===== src/rtl/wb_pkg.sv =====
// rtl/wb_pkg.sv - shared types and defaults for the register-file write-back arbiter
package wb_pkg;
  localparam int REG_IDX_W        = 5;
  localparam int XLEN             = 32;
  localparam int DEF_DEPTH        = 4;
  localparam int DEF_STARVE_LIMIT = 8;

  typedef struct packed {
    logic                 fp;
    logic [REG_IDX_W-1:0] rd;
    logic [XLEN-1:0]      data;
  } wb_req_t;
endpackage


===== src/rtl/regfile_wb_arbiter_if.sv =====
// rtl/regfile_wb_arbiter_if.sv - write-back, long-latency, issue and register-file signals
interface regfile_wb_arbiter_if;
  import wb_pkg::*;

  logic                 pipe_wb_valid;
  logic                 pipe_wb_fp;
  logic [REG_IDX_W-1:0] pipe_wb_rd;
  logic [XLEN-1:0]      pipe_wb_data;
  logic                 lu_valid;
  logic                 lu_ready;
  logic                 lu_fp;
  logic [REG_IDX_W-1:0] lu_rd;
  logic [XLEN-1:0]      lu_data;
  logic                 iss_valid;
  logic                 iss_fp;
  logic [REG_IDX_W-1:0] iss_rd;
  logic                 int_wen;
  logic                 fp_wen;
  logic [REG_IDX_W-1:0] rd_idx;
  logic [XLEN-1:0]      wr_data;
  logic [31:0]          sb_busy_int;
  logic [31:0]          sb_busy_fp;
  logic                 wb_stall_req;

  modport master (
    output pipe_wb_valid, pipe_wb_fp, pipe_wb_rd, pipe_wb_data,
    output lu_valid, lu_fp, lu_rd, lu_data, iss_valid, iss_fp, iss_rd,
    input  lu_ready, int_wen, fp_wen, rd_idx, wr_data,
    input  sb_busy_int, sb_busy_fp, wb_stall_req
  );

  modport slave (
    input  pipe_wb_valid, pipe_wb_fp, pipe_wb_rd, pipe_wb_data,
    input  lu_valid, lu_fp, lu_rd, lu_data, iss_valid, iss_fp, iss_rd,
    output lu_ready, int_wen, fp_wen, rd_idx, wr_data,
    output sb_busy_int, sb_busy_fp, wb_stall_req
  );
endinterface


===== src/rtl/wb_fifo.sv =====
// rtl/wb_fifo.sv - synchronous FIFO of long-latency write-back requests
module wb_fifo
  import wb_pkg::*;
#(
  parameter int DEPTH = DEF_DEPTH
) (
  input  logic    clk,
  input  logic    rst,
  input  logic    push,
  input  wb_req_t push_data,
  input  logic    pop,
  output wb_req_t head,
  output logic    full,
  output logic    empty
);
  localparam int AW = $clog2(DEPTH);

  wb_req_t     mem [DEPTH];
  logic [AW:0] wr_ptr;
  logic [AW:0] rd_ptr;

  // Extra wrap bit distinguishes full from empty when the index bits match.
  assign empty = (wr_ptr == rd_ptr);
  assign full  = (wr_ptr[AW] != rd_ptr[AW]) && (wr_ptr[AW-1:0] == rd_ptr[AW-1:0]);
  assign head  = mem[rd_ptr[AW-1:0]];

  always_ff @(posedge clk or posedge rst) begin
    if (rst) begin
      wr_ptr <= '0;
      rd_ptr <= '0;
    end else begin
      if (push && !full)
        wr_ptr <= wr_ptr + 1'b1;
      if (pop && !empty)
        rd_ptr <= rd_ptr + 1'b1;
    end
  end

  always_ff @(posedge clk) begin
    if (push && !full)
      mem[wr_ptr[AW-1:0]] <= push_data;
  end
endmodule


===== src/rtl/regfile_wb_arbiter.sv =====
// rtl/regfile_wb_arbiter.sv - merges pipeline and long-latency write-back onto one port, tracks pending writes
module regfile_wb_arbiter
  import wb_pkg::*;
#(
  parameter int DEPTH        = DEF_DEPTH,
  parameter int STARVE_LIMIT = DEF_STARVE_LIMIT
) (
  input logic                 clk,
  input logic                 rst,
  regfile_wb_arbiter_if.slave wb
);
  localparam int CW = $clog2(STARVE_LIMIT + 1);

  wb_req_t       lu_req;
  wb_req_t       head;
  wb_req_t       owner;
  logic          fifo_full;
  logic          fifo_empty;
  logic          push;
  logic          pop;
  logic          owner_valid;
  logic [31:0]   busy_int;
  logic [31:0]   busy_fp;
  logic [31:0]   set_int;
  logic [31:0]   set_fp;
  logic [31:0]   clr_int;
  logic [31:0]   clr_fp;
  logic [CW-1:0] starve_cnt;

  assign lu_req = '{fp: wb.lu_fp, rd: wb.lu_rd, data: wb.lu_data};
  assign push   = wb.lu_valid && !fifo_full;

  wb_fifo #(.DEPTH(DEPTH)) u_fifo (
    .clk       (clk),
    .rst       (rst),
    .push      (push),
    .push_data (lu_req),
    .pop       (pop),
    .head      (head),
    .full      (fifo_full),
    .empty     (fifo_empty)
  );

  // The pipeline has no back-pressure, so it always wins the port.
  always_comb begin
    pop         = !wb.pipe_wb_valid && !fifo_empty;
    owner_valid = wb.pipe_wb_valid || !fifo_empty;
    owner       = '0;
    if (wb.pipe_wb_valid)
      owner = '{fp: wb.pipe_wb_fp, rd: wb.pipe_wb_rd, data: wb.pipe_wb_data};
    else if (!fifo_empty)
      owner = head;
  end

  assign wb.int_wen      = owner_valid && !owner.fp && (owner.rd != '0);
  assign wb.fp_wen       = owner_valid && owner.fp && (owner.rd != '0);
  assign wb.rd_idx       = owner.rd;
  assign wb.wr_data      = owner.data;
  assign wb.lu_ready     = !fifo_full;
  assign wb.sb_busy_int  = busy_int;
  assign wb.sb_busy_fp   = busy_fp;
  assign wb.wb_stall_req = (starve_cnt == CW'(STARVE_LIMIT));

  always_comb begin
    set_int = '0;
    set_fp  = '0;
    clr_int = '0;
    clr_fp  = '0;
    if (wb.iss_valid && (wb.iss_rd != '0)) begin
      if (wb.iss_fp) set_fp[wb.iss_rd]  = 1'b1;
      else           set_int[wb.iss_rd] = 1'b1;
    end
    if (pop) begin
      if (head.fp) clr_fp[head.rd]  = 1'b1;
      else         clr_int[head.rd] = 1'b1;
    end
  end

  // Set is applied after clear so a re-issue in the pop cycle keeps the bit.
  always_ff @(posedge clk or posedge rst) begin
    if (rst) begin
      busy_int <= '0;
      busy_fp  <= '0;
    end else begin
      busy_int <= (busy_int & ~clr_int) | set_int;
      busy_fp  <= (busy_fp & ~clr_fp) | set_fp;
    end
  end

  always_ff @(posedge clk or posedge rst) begin
    if (rst)
      starve_cnt <= '0;
    else if (fifo_empty || pop)
      starve_cnt <= '0;
    else if (starve_cnt != CW'(STARVE_LIMIT))
      starve_cnt <= starve_cnt + 1'b1;
  end
endmodule


===== src/flat_wrapper.sv =====
// flat-port wrapper written by rule: the top's interface ports become plain ports
module regfile_wb_arbiter_flat import wb_pkg::*;
#(
  parameter int DEPTH        = DEF_DEPTH,
  parameter int STARVE_LIMIT = DEF_STARVE_LIMIT
)
  (clk, rst, wb_pipe_wb_valid, wb_pipe_wb_fp, wb_pipe_wb_rd, wb_pipe_wb_data, wb_lu_valid, wb_lu_fp, wb_lu_rd, wb_lu_data, wb_iss_valid, wb_iss_fp, wb_iss_rd, wb_lu_ready, wb_int_wen, wb_fp_wen, wb_rd_idx, wb_wr_data, wb_sb_busy_int, wb_sb_busy_fp, wb_wb_stall_req);
  regfile_wb_arbiter_if wb_i ();
  input logic clk;
  input logic rst;
  input wire logic [$bits(wb_i.pipe_wb_valid)-1:0] wb_pipe_wb_valid;
  input wire logic [$bits(wb_i.pipe_wb_fp)-1:0] wb_pipe_wb_fp;
  input wire logic [$bits(wb_i.pipe_wb_rd)-1:0] wb_pipe_wb_rd;
  input wire logic [$bits(wb_i.pipe_wb_data)-1:0] wb_pipe_wb_data;
  input wire logic [$bits(wb_i.lu_valid)-1:0] wb_lu_valid;
  input wire logic [$bits(wb_i.lu_fp)-1:0] wb_lu_fp;
  input wire logic [$bits(wb_i.lu_rd)-1:0] wb_lu_rd;
  input wire logic [$bits(wb_i.lu_data)-1:0] wb_lu_data;
  input wire logic [$bits(wb_i.iss_valid)-1:0] wb_iss_valid;
  input wire logic [$bits(wb_i.iss_fp)-1:0] wb_iss_fp;
  input wire logic [$bits(wb_i.iss_rd)-1:0] wb_iss_rd;
  output wire logic [$bits(wb_i.lu_ready)-1:0] wb_lu_ready;
  output wire logic [$bits(wb_i.int_wen)-1:0] wb_int_wen;
  output wire logic [$bits(wb_i.fp_wen)-1:0] wb_fp_wen;
  output wire logic [$bits(wb_i.rd_idx)-1:0] wb_rd_idx;
  output wire logic [$bits(wb_i.wr_data)-1:0] wb_wr_data;
  output wire logic [$bits(wb_i.sb_busy_int)-1:0] wb_sb_busy_int;
  output wire logic [$bits(wb_i.sb_busy_fp)-1:0] wb_sb_busy_fp;
  output wire logic [$bits(wb_i.wb_stall_req)-1:0] wb_wb_stall_req;
  assign wb_i.pipe_wb_valid = wb_pipe_wb_valid;
  assign wb_i.pipe_wb_fp = wb_pipe_wb_fp;
  assign wb_i.pipe_wb_rd = wb_pipe_wb_rd;
  assign wb_i.pipe_wb_data = wb_pipe_wb_data;
  assign wb_i.lu_valid = wb_lu_valid;
  assign wb_i.lu_fp = wb_lu_fp;
  assign wb_i.lu_rd = wb_lu_rd;
  assign wb_i.lu_data = wb_lu_data;
  assign wb_i.iss_valid = wb_iss_valid;
  assign wb_i.iss_fp = wb_iss_fp;
  assign wb_i.iss_rd = wb_iss_rd;
  assign wb_lu_ready = wb_i.lu_ready;
  assign wb_int_wen = wb_i.int_wen;
  assign wb_fp_wen = wb_i.fp_wen;
  assign wb_rd_idx = wb_i.rd_idx;
  assign wb_wr_data = wb_i.wr_data;
  assign wb_sb_busy_int = wb_i.sb_busy_int;
  assign wb_sb_busy_fp = wb_i.sb_busy_fp;
  assign wb_wb_stall_req = wb_i.wb_stall_req;
  regfile_wb_arbiter #(.DEPTH(DEPTH), .STARVE_LIMIT(STARVE_LIMIT)) u_core (.clk(clk), .rst(rst), .wb(wb_i));
endmodule

===== config.mk =====
export PLATFORM = sky130hd
export DESIGN_NAME = regfile_wb_arbiter_flat
export DESIGN_NICKNAME = d
export VERILOG_FILES = /design/src/rtl/wb_pkg.sv /design/src/rtl/regfile_wb_arbiter_if.sv /design/src/rtl/wb_fifo.sv /design/src/rtl/regfile_wb_arbiter.sv /design/src/flat_wrapper.sv
export SDC_FILE = /design/constraint.sdc
export NUM_CORES = 1
export LEC_CHECK = 0
export CAP_MARGIN = 10
export CELL_PAD_IN_SITES_DETAIL_PLACEMENT = 0
export CELL_PAD_IN_SITES_GLOBAL_PLACEMENT = 1
export CORE_MARGIN = 3
export CORE_UTILIZATION = 31
export CTS_CLUSTER_DIAMETER = 30
export DETAILED_ROUTE_END_ITERATION = 6
export MAX_ROUTING_LAYER = met4
export PLACE_DENSITY = 0.66
export SLEW_MARGIN = 20
export SYNTH_ARGS = -nofsm -noshare
export SYNTH_HDL_FRONTEND = slang
export SYNTH_SLANG_ARGS = --single-unit

===== constraint.sdc =====
create_clock -name clk -period 2.4 [get_ports clk]
set_input_delay 0.24 -clock clk [delete_from_list [all_inputs] [get_ports clk]]
set_output_delay 0.24 -clock clk [all_outputs]
set_load 0.01 [all_outputs]

==> results.toml <==
[status]
status = "finished with violations"
violations = "setup timing"

[clock_tree]
htreeDepth = 2
clkLatencyLatePin_ns = 0.53
root_buffer = "clkbuf_16"
clock_sinks = 226
hold_buffers = 0
clk_pin_slew_ns = 0.04
cts_tree = "yes"
cts-buffers-inserted = 50
cts_buffer_depth = 3

[critical_path]
path_class = "flop to primary output"
cp_slowest_cell = "mux4_2"
reg2reg_slack_ns = 0.09
cpPeakStageDelay_ns = 0.50
required_ns = 2.16
start_kind = "flop"
cp_max_fo = 3
crit_chain = "buf_6 > mux4_2 > or3_4 > a221oi_2 > buf_4 > nor2_1 > buf_2"
end_kind = "primary output"
cp.arrival_ns = 2.49

[logic_synthesis]
syn-num-nets = 736
synth_top_family_by_area = "compound AO/OA/AOI/OAI gates"
synthArstFlopShare_pct = 32.7
ys_seq_area_share_pct = 68.3
synth-main-ff-cell = "edfxtp_1"
yosys.cell_count.top_type = "edfxtp_1"
syn_area_mm2 = 0.00940
ys_ff_latch = 226
synth_compound_area_share_pct = 11.2
synthDistinctLibCells = 38
yosys.area_share.simple_pct = 6.51
netlist_instances = 642
muxShareOfSynthArea_pct = 9.23
synthXorXnorAreaFrac_pct = 1.21
synth_top_area_share_pct = 48.6
syn_area_per_cell_um2 = 14.6
synth-edff-count = 152
ys_warn_count = 0
synthAdderAreaFrac_pct = 0.932
synth_top_area_cell = "edfxtp_1"
synth_area_leaders = "edfxtp_1, dfrtp_1, mux4_2"
ys_top_cells_by_count = "edfxtp_1, o21ai_0, nand2_1"

[timing]
slew_headroom_pct = 64.7
setup_slack_ns = -0.332
max_freq_ghz = 0.366
finalMaxSlewViolations = 0
tightest_slew_ns = 0.527
hold_ws_ns = 0.113
skew_ns = 0.0201
hold_viol_final = 0
finalSetupViolations = 33
rsz0062_at_grt = "true"
min_period_over_period_pct = 114
fin_crit_ns = 2.73

[finish]
drive_gt1_share_pct = 33.8
fin_cells = 1347
nets = 1007
area_delta_synth_final_pct = 54.3

[global_routing]
grt_pass1_vias = 6774
grt_max_degree = 81
grt_first_pass_wirelength_um = 41200
overflow = 0
grtUsageTotal_pct = 16.7
antenna_found_initial = 2

[placement]
place.gp.congestion = 0.788
place_hpwl_um = 17100
dpl_worst_slack_ns = -0.180
port_buffers = 191
placed_cells = 1224

[detailed_routing]
viasPerCell = 5.02
drtIter0Drc = 458
via_count = 6765
drc_errors = 0
antenna_left = 0
first_pass_iters = 5
drt-total-wl_um = 27400
wl_per_cell_um = 20.3

[power_and_ir_drop]
p_leak_nw = 5.45
power_density_mw_per_mm2 = 1510
peakVddDrop_mv = 0.721

[flow_run]
maxCapViolCount = 0

[die]
start_util_pct = 31.5
io_pins = 192
core_mm2 = 0.0298
rows = 63
fp.dieH_um = 180
die-width_um = 180
die_area_mm2 = 0.0324

[worst_hold_path]
hp-class = "input port to asynchronous set/reset pin"
[cell usage in the layout (no fill, tap or decap), drive strengths merged, types with 7 or more instances in the layout]
cell type | netlist | routed
inv | 8 | 14
o31ai | 62 | 62
mux4 | 38 | 38
dfrtp | 74 | 74
buf | 18 | 111
clkinv | 0 | 19
nand3b | 7 | 7
o21ai | 99 | 99
nand2 | 84 | 84
edfxtp | 152 | 152
ha | 7 | 7
xnor2 | 7 | 7
clkdlybuf4s50 | 0 | 149
clkbuf | 27 | 59
nand3 | 7 | 7
[report_power, final]
group	switching (mW)	total, mW	leakage, nW	internal [mW]
logic	4.63	9.11	2.27	4.48
registers	0.568	5.94	2.34	5.37
clock network	2.17	6.79	0.839	4.62
total	7.36	21.8	5.45	14.5
[layout make-up]
class / count / area (um^2)
Timing Repair Buffer: 264 / 2690
Antenna cell: 2 / 5.00
Tap cell: 390 / 488
Multi-Input combinational cell: 363 / 3160
Clock inverter: 37 / 387
Fill cell: 2652 / 15300
Inverter: 8 / 30.0
Sequential cell: 226 / 6420
Clock buffer: 57 / 1330
[worst max-delay path, delay by kind of cell, from the launching register on]
| family | cells | cell delay, ns |
|---|---|---|
| buffers and inverters | 3 | 0.42 |
| multiplexers | 1 | 0.50 |
| AO/OA/AOI/OAI | 1 | 0.22 |
| flip-flops | 1 | 0.38 |
| AND/OR/NAND/NOR | 2 | 0.44 |
[kinds of logic (layout without fill, tap and decap cells)]
kind of cell,count (synthesis),after routing
DFF,226,226
AOI/OAI and AO/OA,174,174
and+or+nand+nor,130,130
buffers and inverters,53,366
muxes,39,39
xor gates and xnor gates,13,13
adders and majority gates,7,7
other,0,2
[through the flow]
| step | power (mW) | instance area [um^2] | util [%] | TNS (ns) |
|---|---|---|---|---|
| finish | 21.8 | 14500 | 48.7 | -3.64 |
| global placement | 13.2 | 12100 | 40.7 | -3.72 |
| floorplan | 9.41 | 9400 | - | 0 |
| global route | 22.9 | 14500 | 48.7 | -6.26 |
| detailed placement | 13.2 | 12100 | 40.7 | -3.17 |
| CTS | 21.3 | 14200 | 47.7 | -3.94 |
[final timing paths]
path                                                from                   endpoint  cells past startpoint
worst min-delay path                                 rst       u_core.starve_cnt[1]                      3
worst max register to register   u_core.u_fifo.rd_ptr[0]  u_core.wb.sb_busy_int[25]                      8
worst max-delay path             u_core.u_fifo.rd_ptr[0]                 wb_int_wen                      7
worst min register to register  u_core.wb.sb_busy_fp[14]   u_core.wb.sb_busy_fp[14]                      2
min in group clk                                wb_lu_fp   u_core.u_fifo.mem[2][37]                      1
max in group asynchronous                            rst  u_core.wb.sb_busy_int[31]                      3
[flip-flops by register name, indices dropped and copies added (netlist names)]
name,cells
u_core.u_fifo.mem,152
u_core.wb.sb_busy_fp,32
u_core.wb.sb_busy_int,32
u_core.starve_cnt,4
u_core.u_fifo.rd_ptr,3
u_core.u_fifo.wr_ptr,3
[routing by layer]
layer	vias to the layer above	wire length, um	track usage (%)
li1	3053	-	-
met1	3366	12200	22.9
met2	301	12300	24.6
met3	45	2330	4.70
met4	0	550	4.33
met5	-	0	-
[timing repair]
action                                  CTS  global route
cloned                                    6             2
hold endpoints to repair                  0             0
setup buffers                            20             8
pin swaps                                14            23
resized for setup                       257            75
endpoints found under the setup margin   41            46
Note: power is estimated with default switching activity, not from simulation.
==> patch 1 (config.mk and constraints unchanged) <==
The package constant `XLEN` goes from 32 to 16.
--- a/src/rtl/wb_pkg.sv
+++ b/src/rtl/wb_pkg.sv
@@ -3,3 +3,3 @@
   localparam int REG_IDX_W        = 5;
-  localparam int XLEN             = 32;
+  localparam int XLEN             = 16;
   localparam int DEF_DEPTH        = 4;
Interface: changed (resized wb_lu_data, wb_pipe_wb_data and wb_wr_data); port bits go from 192 to 144. The function was not compared with the original's and may differ.
==> patch 1 against the unedited design <==
The flow still finishes with violations (negative setup slack); synthesized area down 27%; routed wire length down 31%; sequential cell count down 64; sequential power down 27%; final cell count down 27%; total power down 41%; utilization down 3.8 points; synthesized cell count down 22%; worst setup slack better by 80 ps; first-iteration DRC count down 35%; global-route usage down 0.44 points; cell area down 34%; critical path type unchanged; largest cell class unchanged; largest power group unchanged.
==> patch 1: results (changes against the unedited design) <==
stage,metric,value,unit,change
status,status,finished with violations,,
status,failing checks,negative setup slack,,
power,P_leak,0.003619,uW,-34%
worst_setup_path,CP max stage delay,500,ps,about the same
yosys,post-synthesis compound-gate area fraction,0.1418,,+0.02945
yosys,Yosys cell types,40,,+5.3%
detailed_routing,initial drt markers,299,,-35%
power,cell internal pwr,8146,uW,-44%
worst_setup_path,kind of cell adding the most delay to the critical path,multiplexers,,
finish,max FFs per register,88,,-42%
global_route,global-route wire length before repair,29210,um,-29%
yosys,"Seq/Total Area, Yosys",0.6556,,-0.02714
yosys,Post-Synth Adder-Cell Area,0.01278,,+0.003456
place,port bufs,143,,-25%
yosys,Post-synth top cells,"88 x edfxtp_1, 77 x o21ai_0, 74 x dfrtp_1, 62 x o31ai_1, 53 x nand2_1",,
clock_tree,Skew-Pair Late Insertion Delay,420,ps,-110 ps
timing,Setup-failing EPs final,2,,-94%
worst_setup_path,"Max FO, Critical Path",6,,+3
power,Gate power share,0.459,,+0.042
yosys,Post-synth ARST share,0.4568,,+0.1294
hold_path,hold crit path type,in2async,,
detailed_routing,drt first pass iters,4,,-1
clock_tree,CTS Buffer Depth,2,,-1
place,DP Area,0.008825,mm^2,-27%
power,Sequential Power Share,0.339,,+0.067
detailed_routing,DR vias,4984,,-26%
global_route,initial antenna violation count,2,,unchanged
timing,final worst slack,-252.6,ps,+79.86 ps
clock_tree,clock-pin slew on the worst setup and hold paths,70,ps,+30 ps
worst_setup_path,Crit-path slowest cell,mux4_2,,
timing,Slew @ Worst Pin,578.4,ps,+51.13 ps
power,Peak VDD IR,0.6531,mV,-9.4%
yosys,dominant cell type by area after synthesis,edfxtp_1,,
clock_tree,H-tree depth,4,,+2
finish,Fillers,1953,,-26%
power,clock distribution power,2580,uW,-62%
global_route,largest net degree at the start of global routing,71,,-12%
yosys,multiplexer share of the synthesized area,0.07392,,-0.01835
yosys,"EDFF count, synth",88,,-42%
clock_tree,clock root buffer,clkbuf_16,,
timing,clock skew,13.73,ps,-6.375 ps
yosys,"top cells by area, synth","edfxtp_1 39%, dfrtp_1 27%, mux4_2 7.2%",,
yosys,syn nets,563,,-24%
global_route,total track usage,0.1624,,-0.004416
detailed_routing,Post-Route WL,18840,um,-31%
place,placer congestion estimate,0.7985,,+1.3%
clock_tree,cts bufs inserted,17,,-66%
finish,Nets,751,,-25%
yosys,Synth Area in XOR/XNOR,0.01661,,+0.004493
place,hpwl dp,13130,um,-23%
global_route,vias in the first global route,5098,,-25%
finish,share of layout cells above drive strength 1,0.2279,,-0.1103
yosys,YS warnings,0,,unchanged
worst_setup_path,Critical Path AT,2410,ps,-80 ps
## patch 1: cell count changes after synthesis, sizes merged, moves of 2 or more
cell | before | now
or3b | 6 | 4
edfxtp | 152 | 88
clkbuf | 27 | 18
o21ai | 99 | 85
buf | 18 | 16
nand2 | 84 | 53
mux4 | 38 | 22
## patch 1: worst paths after layout
path / from / end / slack [ps] / depth (start not counted)
max: u_core.u_fifo.rd_ptr[0]$_DFFE_PP0P_ / wb_int_wen / -250 / 7
min: rst / u_core.starve_cnt[3]$_DFFE_PP0P_ / 50 / 2
max reg2reg: u_core.u_fifo.rd_ptr[0]$_DFFE_PP0P_ / u_core.wb.sb_busy_int[6]$_DFF_PP0_ / 110 / 7
min reg2reg: u_core.wb.sb_busy_fp[25]$_DFF_PP0_ / u_core.wb.sb_busy_fp[25]$_DFF_PP0_ / 500 / 2
max in group asynchronous: rst / u_core.u_fifo.rd_ptr[1]$_DFFE_PP0P_ / 1740 / 3
min in group clk: wb_lu_data[9] / u_core.u_fifo.mem[2][9]$_DFFE_PP_ / 460 / 1
## patch 1: worst reg2reg max path, cell delays in order, from the launching register on
cell	delay (ps)
dfrtp_2	430
buf_12	150
buf_4	130
mux4_2	460
a311o_1	380
buf_6	210
o31ai_1	300
o21ai_1	120
## patch 1: logic make-up (layout without fill, tap and decap cells)
family,after synthesis,count (layout)
flip-flops,162,162
AO/OA/AOI/OAI,158,158
AND/OR/NAND/NOR,97,97
multiplexers,23,23
XOR/XNOR,13,13
adder cells (fa/ha/maj),7,7
other,0,2
buffers and inverters,41,242
## patch 1: stage by stage
step	std cells	util	worst slack, ps	TNS (ps)
global placement	929	0.4133	-261.0	-4209
CTS	971	0.4442	-262.6	-618.8
detailed placement	929	0.4133	-243.1	-4993
finish	979	0.4487	-252.6	-494.1
floorplan	501	-	269.1	0
global route	979	0.4487	-362.2	-773.6
## patch 1: repair_timing
item                                    in CTS  in global routing
resized for setup                          102                 27
setup buffers                                8                  8
endpoints found under the setup margin      24                 41
pin swaps                                    2                  2
hold buffers                                 0                  0
cloned                                       2                  0
## patch 1: per-layer routing
metal,GRT usage,share of wire,up-vias
met2,0.2616,0.49,192
li1,-,-,2299
met3,0.04281,0.073,23
met4,0.04458,0.013,0
met5,-,0,-
met1,0.2044,0.42,2470
## patch 1: final cells by class
| cell class | count | area share |
|---|---|---|
| Antenna cell | 2 | 0.0005224 |
| Clock buffer | 20 | 0.04806 |
| Clock inverter | 12 | 0.01136 |
| Inverter | 7 | 0.002743 |
| Multi-Input combinational cell | 298 | 0.2376 |
| Sequential cell | 162 | 0.4694 |
| Tap cell | 275 | 0.03591 |
| Timing Repair Buffer | 203 | 0.1945 |
==> patch 2 (same flow settings) <==
Made on the original files. Make the reset (`rst`) synchronous in 3 clocked blocks.
--- a/src/rtl/wb_fifo.sv
+++ b/src/rtl/wb_fifo.sv
@@ -26,3 +26,3 @@
 
-  always_ff @(posedge clk or posedge rst) begin
+  always_ff @(posedge clk) begin
     if (rst) begin
--- a/src/rtl/regfile_wb_arbiter.sv
+++ b/src/rtl/regfile_wb_arbiter.sv
@@ -79,3 +79,3 @@
   // Set is applied after clear so a re-issue in the pop cycle keeps the bit.
-  always_ff @(posedge clk or posedge rst) begin
+  always_ff @(posedge clk) begin
     if (rst) begin
@@ -89,3 +89,3 @@
 
-  always_ff @(posedge clk or posedge rst) begin
+  always_ff @(posedge clk) begin
     if (rst)
Function: differs if rst is asserted again (counterexample within 4 cycles, from zero or initial values and one cycle with rst high); with rst held inactive, the same outputs for 4 cycles.
==> patch 2 against the unedited design <==
The run still ends with negative setup slack left; sequential cell count rose by 2; cell area fell by 1.9%; routed wire length fell by 0.21%; synthesized area rose by 0.92%; first-iteration DRC count rose by 15%; worst setup slack improved by 110 ps; utilization fell by 1.0 points; critical path type unchanged; critical endpoint is now wb_fp_wen.
Power is not compared: it rests on default switching activity, and its combinational part moved more than twofold at a synthesized area within 25%.
==> patch 2: results (changes against the unedited design) <==
stage,metric,value,unit,change
timing,Slew @ Worst Pin,720.0,ps,+192.7 ps
yosys,"Seq/Total Area, Yosys",0.6417,,-0.04104
timing,Setup-failing EPs final,14,,-58%
detailed_routing,Post-Route WL,27320,um,-0.21%
place,dpl cells,1318,,+7.7%
yosys,syn nets,823,,+12%
worst_setup_path,"Max FO, Critical Path",4,,+1
power,Peak VDD IR,0.5563,mV,
yosys,Yosys cell types,43,,+13%
detailed_routing,WL/cell,19.09,um,-6.1%
yosys,Post-Synth Adder-Cell Area,0.009235,,-0.00008484
hold_path,hold_sp,rst,,
yosys,Post-synth top cells,"152 x edfxtp_1, 140 x nand2_1, 76 x dfxtp_1, 68 x a21oi_1, 50 x a311oi_1",,
global_route,total track usage,0.1678,,+0.0009447
place,hpwl dp,17570,um,+2.9%
global_route,largest net degree at the start of global routing,54,,-33%
yosys,"top cells by area, synth","edfxtp_1 48%, dfxtp_1 16%, mux4_2 9.0%",,
hold_path,hold crit path type,in2reg,,
yosys,Synth Area in XOR/XNOR,0.01108,,-0.001034
timing,clock skew,26.69,ps,+6.589 ps
yosys,Post-synth ARST share,0,,-0.3274
yosys,YS warnings,0,,unchanged
power,comb pwr,2650,uW,
finish,Nets,1095,,+8.7%
status,status,finished with violations,,
global_route,global-route wire length before repair,42250,um,+2.6%
finish,share of layout cells above drive strength 1,0.3003,,-0.03793
status,failing checks,negative setup slack,,
place,DP Area,0.01219,mm^2,+0.58%
place,placer congestion estimate,0.8221,,+4.3%
yosys,post-synthesis compound-gate area fraction,0.1253,,+0.01296
timing,final worst slack,-226.1,ps,+106.3 ps
detailed_routing,DR vias,7197,,+6.4%
yosys,mean area per synthesized cell,13.01,um^2,-11%
detailed_routing,initial drt markers,527,,+15%
timing,setup_tns,-1418,ps,+2217 ps
finish,max FFs per register,152,,unchanged
yosys,multiplexer share of the synthesized area,0.09129,,-0.0009718
finish,Fillers,2692,,+1.5%
place,DP Worst Slack,-483.2,ps,-303.5 ps
patch 2: changes by cell type in the layout (fill, tap and decap cells not counted), sizes merged, moves of 12 or more:
| cell | change |
|---|---|
| buf | +12 |
| nor2 | +18 |
| dfrtp | -74 |
| a311oi | +49 |
| o31ai | -60 |
| a21oi | +64 |
| dfxtp | +76 |
| o41ai | +12 |
| o21ai | -63 |
| nand2 | +56 |
patch 2: final cells by class:
class | instances | area (um^2) | share of cell area
repair buffers | 274 | 2537 | 0.1782
flip-flops and latches | 228 | 6091 | 0.4278
diodes | 2 | 5.005 | 0.0003516
inverters | 9 | 38.79 | 0.002725
well taps | 390 | 488.0 | 0.03428
clock buffers | 59 | 1305 | 0.09167
multi-input cells | 438 | 3341 | 0.2347
clock inverters | 31 | 430.4 | 0.03023
patch 2: final timing paths:
check                                                      endpoint  slack, ps
worst max-delay path                                      wb_fp_wen       -230
worst min-delay path            u_core.wb.sb_busy_int[4]$_SDFF_PP0_        200
worst max register to register  u_core.wb.sb_busy_int[9]$_SDFF_PP0_         60
worst min register to register   u_core.wb.sb_busy_fp[0]$_SDFF_PP0_        450
patch 2: worst max-delay path, stage by stage, from the launching register on:
cell,delay (ps)
dfxtp_4,370
buf_6,130
mux4_2,530
or2_4,290
a221oi_4,280
a21oi_2,70
buf_2,160
patch 2: timing repair:
item                       CTS  global route
hold buffers                 0             0
setup buffers               14             9
cloned                       3             0
setup endpoints to repair   39            76
resized for setup          221            38
pin swaps                    4             2
patch 2: per-layer routing:
metal / wire (um) / vias up / track usage
met5: 0 / - / -
met4: 486 / 0 / 0.04391
met3: 2078 / 44 / 0.04530
met2: 12950 / 269 / 0.2629
met1: 11810 / 3522 / 0.2173
li1: - / 3362 / -
